--- src/rtl/drive_cmd_rx.sv ---
// drive_cmd_rx: framed UART drive-command parser with clamp and command-loss watchdog.
// Optional frame statistics outputs are enabled by defining DRIVE_CMD_STATS_EN.
module drive_cmd_rx #(
    parameter int SPEED_LIMIT = 1000,
    parameter int CMD_TIMEOUT = 5000000,
    parameter int BYTE_GAP    = 50000
) (
    input  logic        OSCCLK,
    input  logic        SYSRST,
    input  logic [7:0]  rx_data,
    input  logic        rx_valid,
    output logic [15:0] left_speed,
    output logic [15:0] right_speed,
    output logic        cmd_update,
    output logic        cmd_timeout,
    output logic        frame_err
`ifdef DRIVE_CMD_STATS_EN
    ,
    output logic [15:0] frames_ok,
    output logic [15:0] frames_bad
`endif
);

    localparam int WD_W  = $clog2(CMD_TIMEOUT + 1);
    localparam int GAP_W = $clog2(BYTE_GAP + 1);

    localparam logic [WD_W-1:0]  WD_MAX  = WD_W'(CMD_TIMEOUT - 1);
    localparam logic [GAP_W-1:0] GAP_MAX = GAP_W'(BYTE_GAP - 1);

    localparam logic signed [15:0] LIM_P = 16'(SPEED_LIMIT);
    localparam logic signed [15:0] LIM_N = 16'(-SPEED_LIMIT);

    localparam logic [7:0] SYNC_BYTE = 8'hA5;
    localparam logic [7:0] DRIVE_ID  = 8'h01;

    typedef enum logic [2:0] {
        S_IDLE,
        S_ID,
        S_LHI,
        S_LLO,
        S_RHI,
        S_RLO,
        S_CS
    } state_e;

    state_e state_q, state_d;

    logic [GAP_W-1:0] gap_q, gap_d;
    logic [WD_W-1:0]  wd_q, wd_d;
    logic [7:0]       cs_q, cs_d;
    logic [7:0]       lhi_q, lhi_d;
    logic [7:0]       llo_q, llo_d;
    logic [7:0]       rhi_q, rhi_d;
    logic [7:0]       rlo_q, rlo_d;
    logic [15:0]      left_q, left_d;
    logic [15:0]      right_q, right_d;
    logic             upd_q, upd_d;
    logic             err_q, err_d;
    logic             tmo_q, tmo_d;

    logic good_load;
    logic gap_exp;

    // Saturate a signed 16-bit request into [-SPEED_LIMIT, +SPEED_LIMIT].
    function automatic logic [15:0] clamp(input logic [15:0] v);
        logic signed [15:0] s;
        s = signed'(v);
        if (s > LIM_P) begin
            return LIM_P;
        end else if (s < LIM_N) begin
            return LIM_N;
        end else begin
            return v;
        end
    endfunction

    // FSM state register.
    always_ff @(posedge OSCCLK or posedge SYSRST) begin
        if (SYSRST) begin
            state_q <= S_IDLE;
        end else begin
            state_q <= state_d;
        end
    end

    // Frame decode, byte-gap abort and watchdog next-state logic.
    always_comb begin
        state_d   = state_q;
        gap_d     = gap_q;
        wd_d      = wd_q;
        cs_d      = cs_q;
        lhi_d     = lhi_q;
        llo_d     = llo_q;
        rhi_d     = rhi_q;
        rlo_d     = rlo_q;
        left_d    = left_q;
        right_d   = right_q;
        upd_d     = 1'b0;
        err_d     = 1'b0;
        tmo_d     = tmo_q;
        good_load = 1'b0;

        // A byte landing on the expiry cycle wins over the abort.
        gap_exp = (state_q != S_IDLE) && !rx_valid && (gap_q == GAP_MAX);

        if ((state_q == S_IDLE) || rx_valid || gap_exp) begin
            gap_d = '0;
        end else begin
            gap_d = gap_q + 1'b1;
        end

        if (rx_valid) begin
            unique case (state_q)
                S_IDLE: begin
                    if (rx_data == SYNC_BYTE) begin
                        state_d = S_ID;
                    end
                end
                S_ID: begin
                    if (rx_data == DRIVE_ID) begin
                        cs_d    = rx_data;
                        state_d = S_LHI;
                    end else begin
                        err_d   = 1'b1;
                        state_d = S_IDLE;
                    end
                end
                S_LHI: begin
                    lhi_d   = rx_data;
                    cs_d    = cs_q ^ rx_data;
                    state_d = S_LLO;
                end
                S_LLO: begin
                    llo_d   = rx_data;
                    cs_d    = cs_q ^ rx_data;
                    state_d = S_RHI;
                end
                S_RHI: begin
                    rhi_d   = rx_data;
                    cs_d    = cs_q ^ rx_data;
                    state_d = S_RLO;
                end
                S_RLO: begin
                    rlo_d   = rx_data;
                    cs_d    = cs_q ^ rx_data;
                    state_d = S_CS;
                end
                S_CS: begin
                    state_d = S_IDLE;
                    if (rx_data == cs_q) begin
                        good_load = 1'b1;
                    end else begin
                        err_d = 1'b1;
                    end
                end
                default: begin
                    state_d = S_IDLE;
                end
            endcase
        end else if (gap_exp) begin
            err_d   = 1'b1;
            state_d = S_IDLE;
        end

        // A good frame takes priority over a simultaneous watchdog expiry.
        if (good_load) begin
            wd_d    = '0;
            tmo_d   = 1'b0;
            upd_d   = 1'b1;
            left_d  = clamp({lhi_q, llo_q});
            right_d = clamp({rhi_q, rlo_q});
        end else if (wd_q == WD_MAX) begin
            tmo_d   = 1'b1;
            left_d  = '0;
            right_d = '0;
        end else begin
            wd_d = wd_q + 1'b1;
        end
    end

    // Datapath, counters and output registers; reset leaves the rover halted.
    always_ff @(posedge OSCCLK or posedge SYSRST) begin
        if (SYSRST) begin
            gap_q   <= '0;
            wd_q    <= '0;
            cs_q    <= '0;
            lhi_q   <= '0;
            llo_q   <= '0;
            rhi_q   <= '0;
            rlo_q   <= '0;
            left_q  <= '0;
            right_q <= '0;
            upd_q   <= 1'b0;
            err_q   <= 1'b0;
            tmo_q   <= 1'b1;
        end else begin
            gap_q   <= gap_d;
            wd_q    <= wd_d;
            cs_q    <= cs_d;
            lhi_q   <= lhi_d;
            llo_q   <= llo_d;
            rhi_q   <= rhi_d;
            rlo_q   <= rlo_d;
            left_q  <= left_d;
            right_q <= right_d;
            upd_q   <= upd_d;
            err_q   <= err_d;
            tmo_q   <= tmo_d;
        end
    end

    assign left_speed  = left_q;
    assign right_speed = right_q;
    assign cmd_update  = upd_q;
    assign frame_err   = err_q;
    assign cmd_timeout = tmo_q;

`ifdef DRIVE_CMD_STATS_EN
    logic [15:0] ok_q, ok_d;
    logic [15:0] bad_q, bad_d;

    // Saturating good/bad frame counters, stepped alongside the pulses.
    always_comb begin
        ok_d  = ok_q;
        bad_d = bad_q;
        if (upd_d && (ok_q != 16'hFFFF)) begin
            ok_d = ok_q + 16'd1;
        end
        if (err_d && (bad_q != 16'hFFFF)) begin
            bad_d = bad_q + 16'd1;
        end
    end

    // Statistics registers.
    always_ff @(posedge OSCCLK or posedge SYSRST) begin
        if (SYSRST) begin
            ok_q  <= '0;
            bad_q <= '0;
        end else begin
            ok_q  <= ok_d;
            bad_q <= bad_d;
        end
    end

    assign frames_ok  = ok_q;
    assign frames_bad = bad_q;
`endif

endmodule

--- config.mk ---
export PLATFORM = sky130hd
export DESIGN_NAME = drive_cmd_rx
export DESIGN_NICKNAME = d
export VERILOG_FILES = /design/src/rtl/drive_cmd_rx.sv
export SDC_FILE = /design/constraint.sdc
export NUM_CORES = 1
export LEC_CHECK = 0
export ABC_AREA = 1
export CAP_MARGIN = 20
export CORE_MARGIN = 5
export CORE_UTILIZATION = 57
export CTS_CLUSTER_SIZE = 30
export DETAILED_ROUTE_END_ITERATION = 8
export PLACE_DENSITY = 0.88
export REMOVE_ABC_BUFFERS = 1
export SLEW_MARGIN = 20
export SYNTH_ARGS = -nofsm -noshare
export SYNTH_HDL_FRONTEND = slang
export SYNTH_SLANG_ARGS = --single-unit
--- constraint.sdc ---
create_clock -name OSCCLK -period 4.9 [get_ports OSCCLK]
set_input_delay 0.735 -clock OSCCLK [delete_from_list [all_inputs] [get_ports OSCCLK]]
set_output_delay 0.735 -clock OSCCLK [all_outputs]
set_load 0.03 [all_outputs]
==> flow_summary.toml <==
[global_route]
grt_pass1_vias = 5111
grt_overflow = 0
grt_antenna_before_repair = 0
grt_pass1_wl_mm = 24.0
grt_max_degree = 77
grt_use_total = 0.227

[critical_path]
critPathBufInv = 1
required_ns = 4.16
slowest_stage = "clkdlybuf4s50_1"
crit_type = "flip-flop to primary output"
cp_cell_sequence = "clkdlybuf4s50_1"
max_stage_delay_ns = 0.67
cpLargestDelayFamily = "buffers and inverters"
critPathMaxFanout = 2
arrival_ns = 1.73
crit_path_end_kind = "primary output"
cp-start-kind = "flip-flop"

[timing]
tns_ns = 0
setup_viol = 0
fin_crit_ns = 2.46
tightest_slew_ns = 0.882
final-hold-violation-count = 0
slew_violations = 0
maxSlewHeadroom = 0.412
min_period_over_period = 0.503
rsz0062_at_grt = "no"
fmax_mhz = 406
skew_ns = 0.00684

[job]
cap_violations = 0

[logic_synthesis]
synthSimpleGateAreaFrac = 0.373
ys_ff_latch = 117
synth_cell_types = 38
synth_top_family_by_area = "simple AND/OR/NAND/NOR gates"
synth_fa_ha_area_frac = 0.0119
avgSynthCellArea_um2 = 7.73
synth_top_cell_by_area = "dfrtp_1"
syn-cell-area_um2 = 6310
ys_top_cells_by_area = "dfrtp_1 (46%), nand2_1 (16%), nand3_1 (6.0%)"
synth_xor_area_frac = 0.0222
yosysTopAreaCellShare = 0.460
yosysWarnings = 0
synth-seq-area-share = 0.464
syn_inst = 817
muxShareOfSynthArea = 0
synth-compound-area-share = 0.0523

[final_layout]
finalNetCount = 878
area_growth_pct = 16.8
final_cell_mix = "nand2_1 (272), dfrtp_1 (116), nor2_1 (88)"
fin_cells = 1012
final_common_cell = "nand2_1"
multi_input_area_um2 = 2910
fill_cells = 865
drive_gt1_frac = 0.110
seqCellArea_um2 = 2930
diodes = 0
post-route-util = 0.680

[power]
pwr_density_cell_nw_per_um2 = 455
irDropWorstVdd_uv = 347
power_leakage_uw = 0.00362
power_uw = 3360

[outcome]
run_status = "finished, final reports clean"

[clocking]
clock_path_buffers = 2
cts.clk_slew.worst_paths_ns = 0.05
cts.sinks = 117
cts-resized-gates = 0
cts_root_buffer = "clkbuf_8"
ctsHoldBuffers = 0
clk-insertion-delay-late_ns = 0.53
cts_tree = "yes"
htreeDepth = 4
cts_buffers = 17
postCtsSetupBuffers = 0

[die]
core_um2 = 10800
die_area_um2 = 13300
start_util = 0.582
row_count = 38
die_height_um = 115
num_io_pins = 46
die_w_um = 115

[hold_path]
hold_path_class = "flip-flop to flip-flop"

[place]
place_congestion = 0.936
dp_hpwl_mm = 9.67
io_buffers = 45
dp_cells = 982

[detailed_routing]
avgRoutedWirePerCell_um = 13.8
drt_wl_total_mm = 13.9
drtIter0Drc = 521
routed-via-count = 5425
first_pass_iters = 5
drc = 0
final_antenna_net_count = 0
viasPerCell = 5.36
state kept, by name, summed over array words and instances (netlist names), 3 cells and up:
name	flops
rlo_q	8
wd_q	23
llo_q	8
left_speed	16
rhi_q	8
gap_q	16
right_speed	16
lhi_q	8
state_q	3
cs_q	8
power breakdown:
| group | switching, µW | internal, µW |
|---|---|---|
| registers | 177 | 1150 |
| logic | 574 | 286 |
| clock network | 403 | 769 |
through the flow:
step | hold slack [ns] | area (µm²) | worst slack (ns)
after global placement | 0.470 | 6790 | 2.16
after floorplan | 0.453 | 6150 | 1.07
after global routing | 0.535 | 7370 | 2.39
final | 0.493 | 7370 | 2.44
after detailed placement | 0.478 | 6820 | 2.06
after CTS | 0.493 | 7370 | 2.40
Yosys cell counts:
master	count
nor4_1	2
nor3_1	17
nor2_8	1
o211ai_2	1
inv_1	68
clkinv_1	2
nor2_1	88
nand4_1	7
buf_1	1
buf_6	6
dfstp_2	1
nand3_1	76
o21a_1	1
a21oi_1	7
clkbuf_1	4
o21ai_0	39
buf_4	2
nand3_2	31
a21oi_4	1
nor2_4	3
nand2_2	4
o21bai_1	2
nand2_4	2
xnor2_1	2
inv_2	14
nor3b_1	1
dfrtp_1	116
nand3_4	1
o21ai_2	1
buf_8	2
nor3_2	1
or2_2	5
xor2_1	14
buf_2	7
ha_1	6
nor2_2	1
o21ai_1	8
nand2_1	272
final timing paths:
path | from | end | slack [ns] | cells past startpoint
min in group asynchronous | SYSRST | cmd_update | 0.75 | 2
setup / recovery | cmd_timeout | cmd_timeout | 2.44 | 1
hold reg to reg | gap_q[0] | gap_q[0] | 0.49 | 1
max in group asynchronous | SYSRST | left_speed[11] | 3.10 | 3
setup reg to reg | wd_q[0] | wd_q[1] | 2.57 | 10
hold / removal | gap_q[0] | gap_q[0] | 0.49 | 1
layer usage:
layer	track usage	up-vias	wire length (µm)
li1	-	2686	-
met1	0.304	2544	6180
met2	0.362	171	6770
met3	0.0616	24	782
met4	0.0743	0	197
met5	0	-	0
final cells by class:
class	count	area share
clock inverters	4	0.00950
multi-input cells	594	0.394
clock buffers	26	0.0662
well taps	140	0.0238
flip-flops and latches	117	0.397
inverters	84	0.0431
repair buffers	47	0.0658
cells by family after synthesis:
group,after synthesis
buffers and inverters,106
DFF,117
AOI/OAI and AO/OA,60
adders and majority gates,6
xor gates and xnor gates,16
and+or+nand+nor,512
Power figures use the tool's default switching activity.
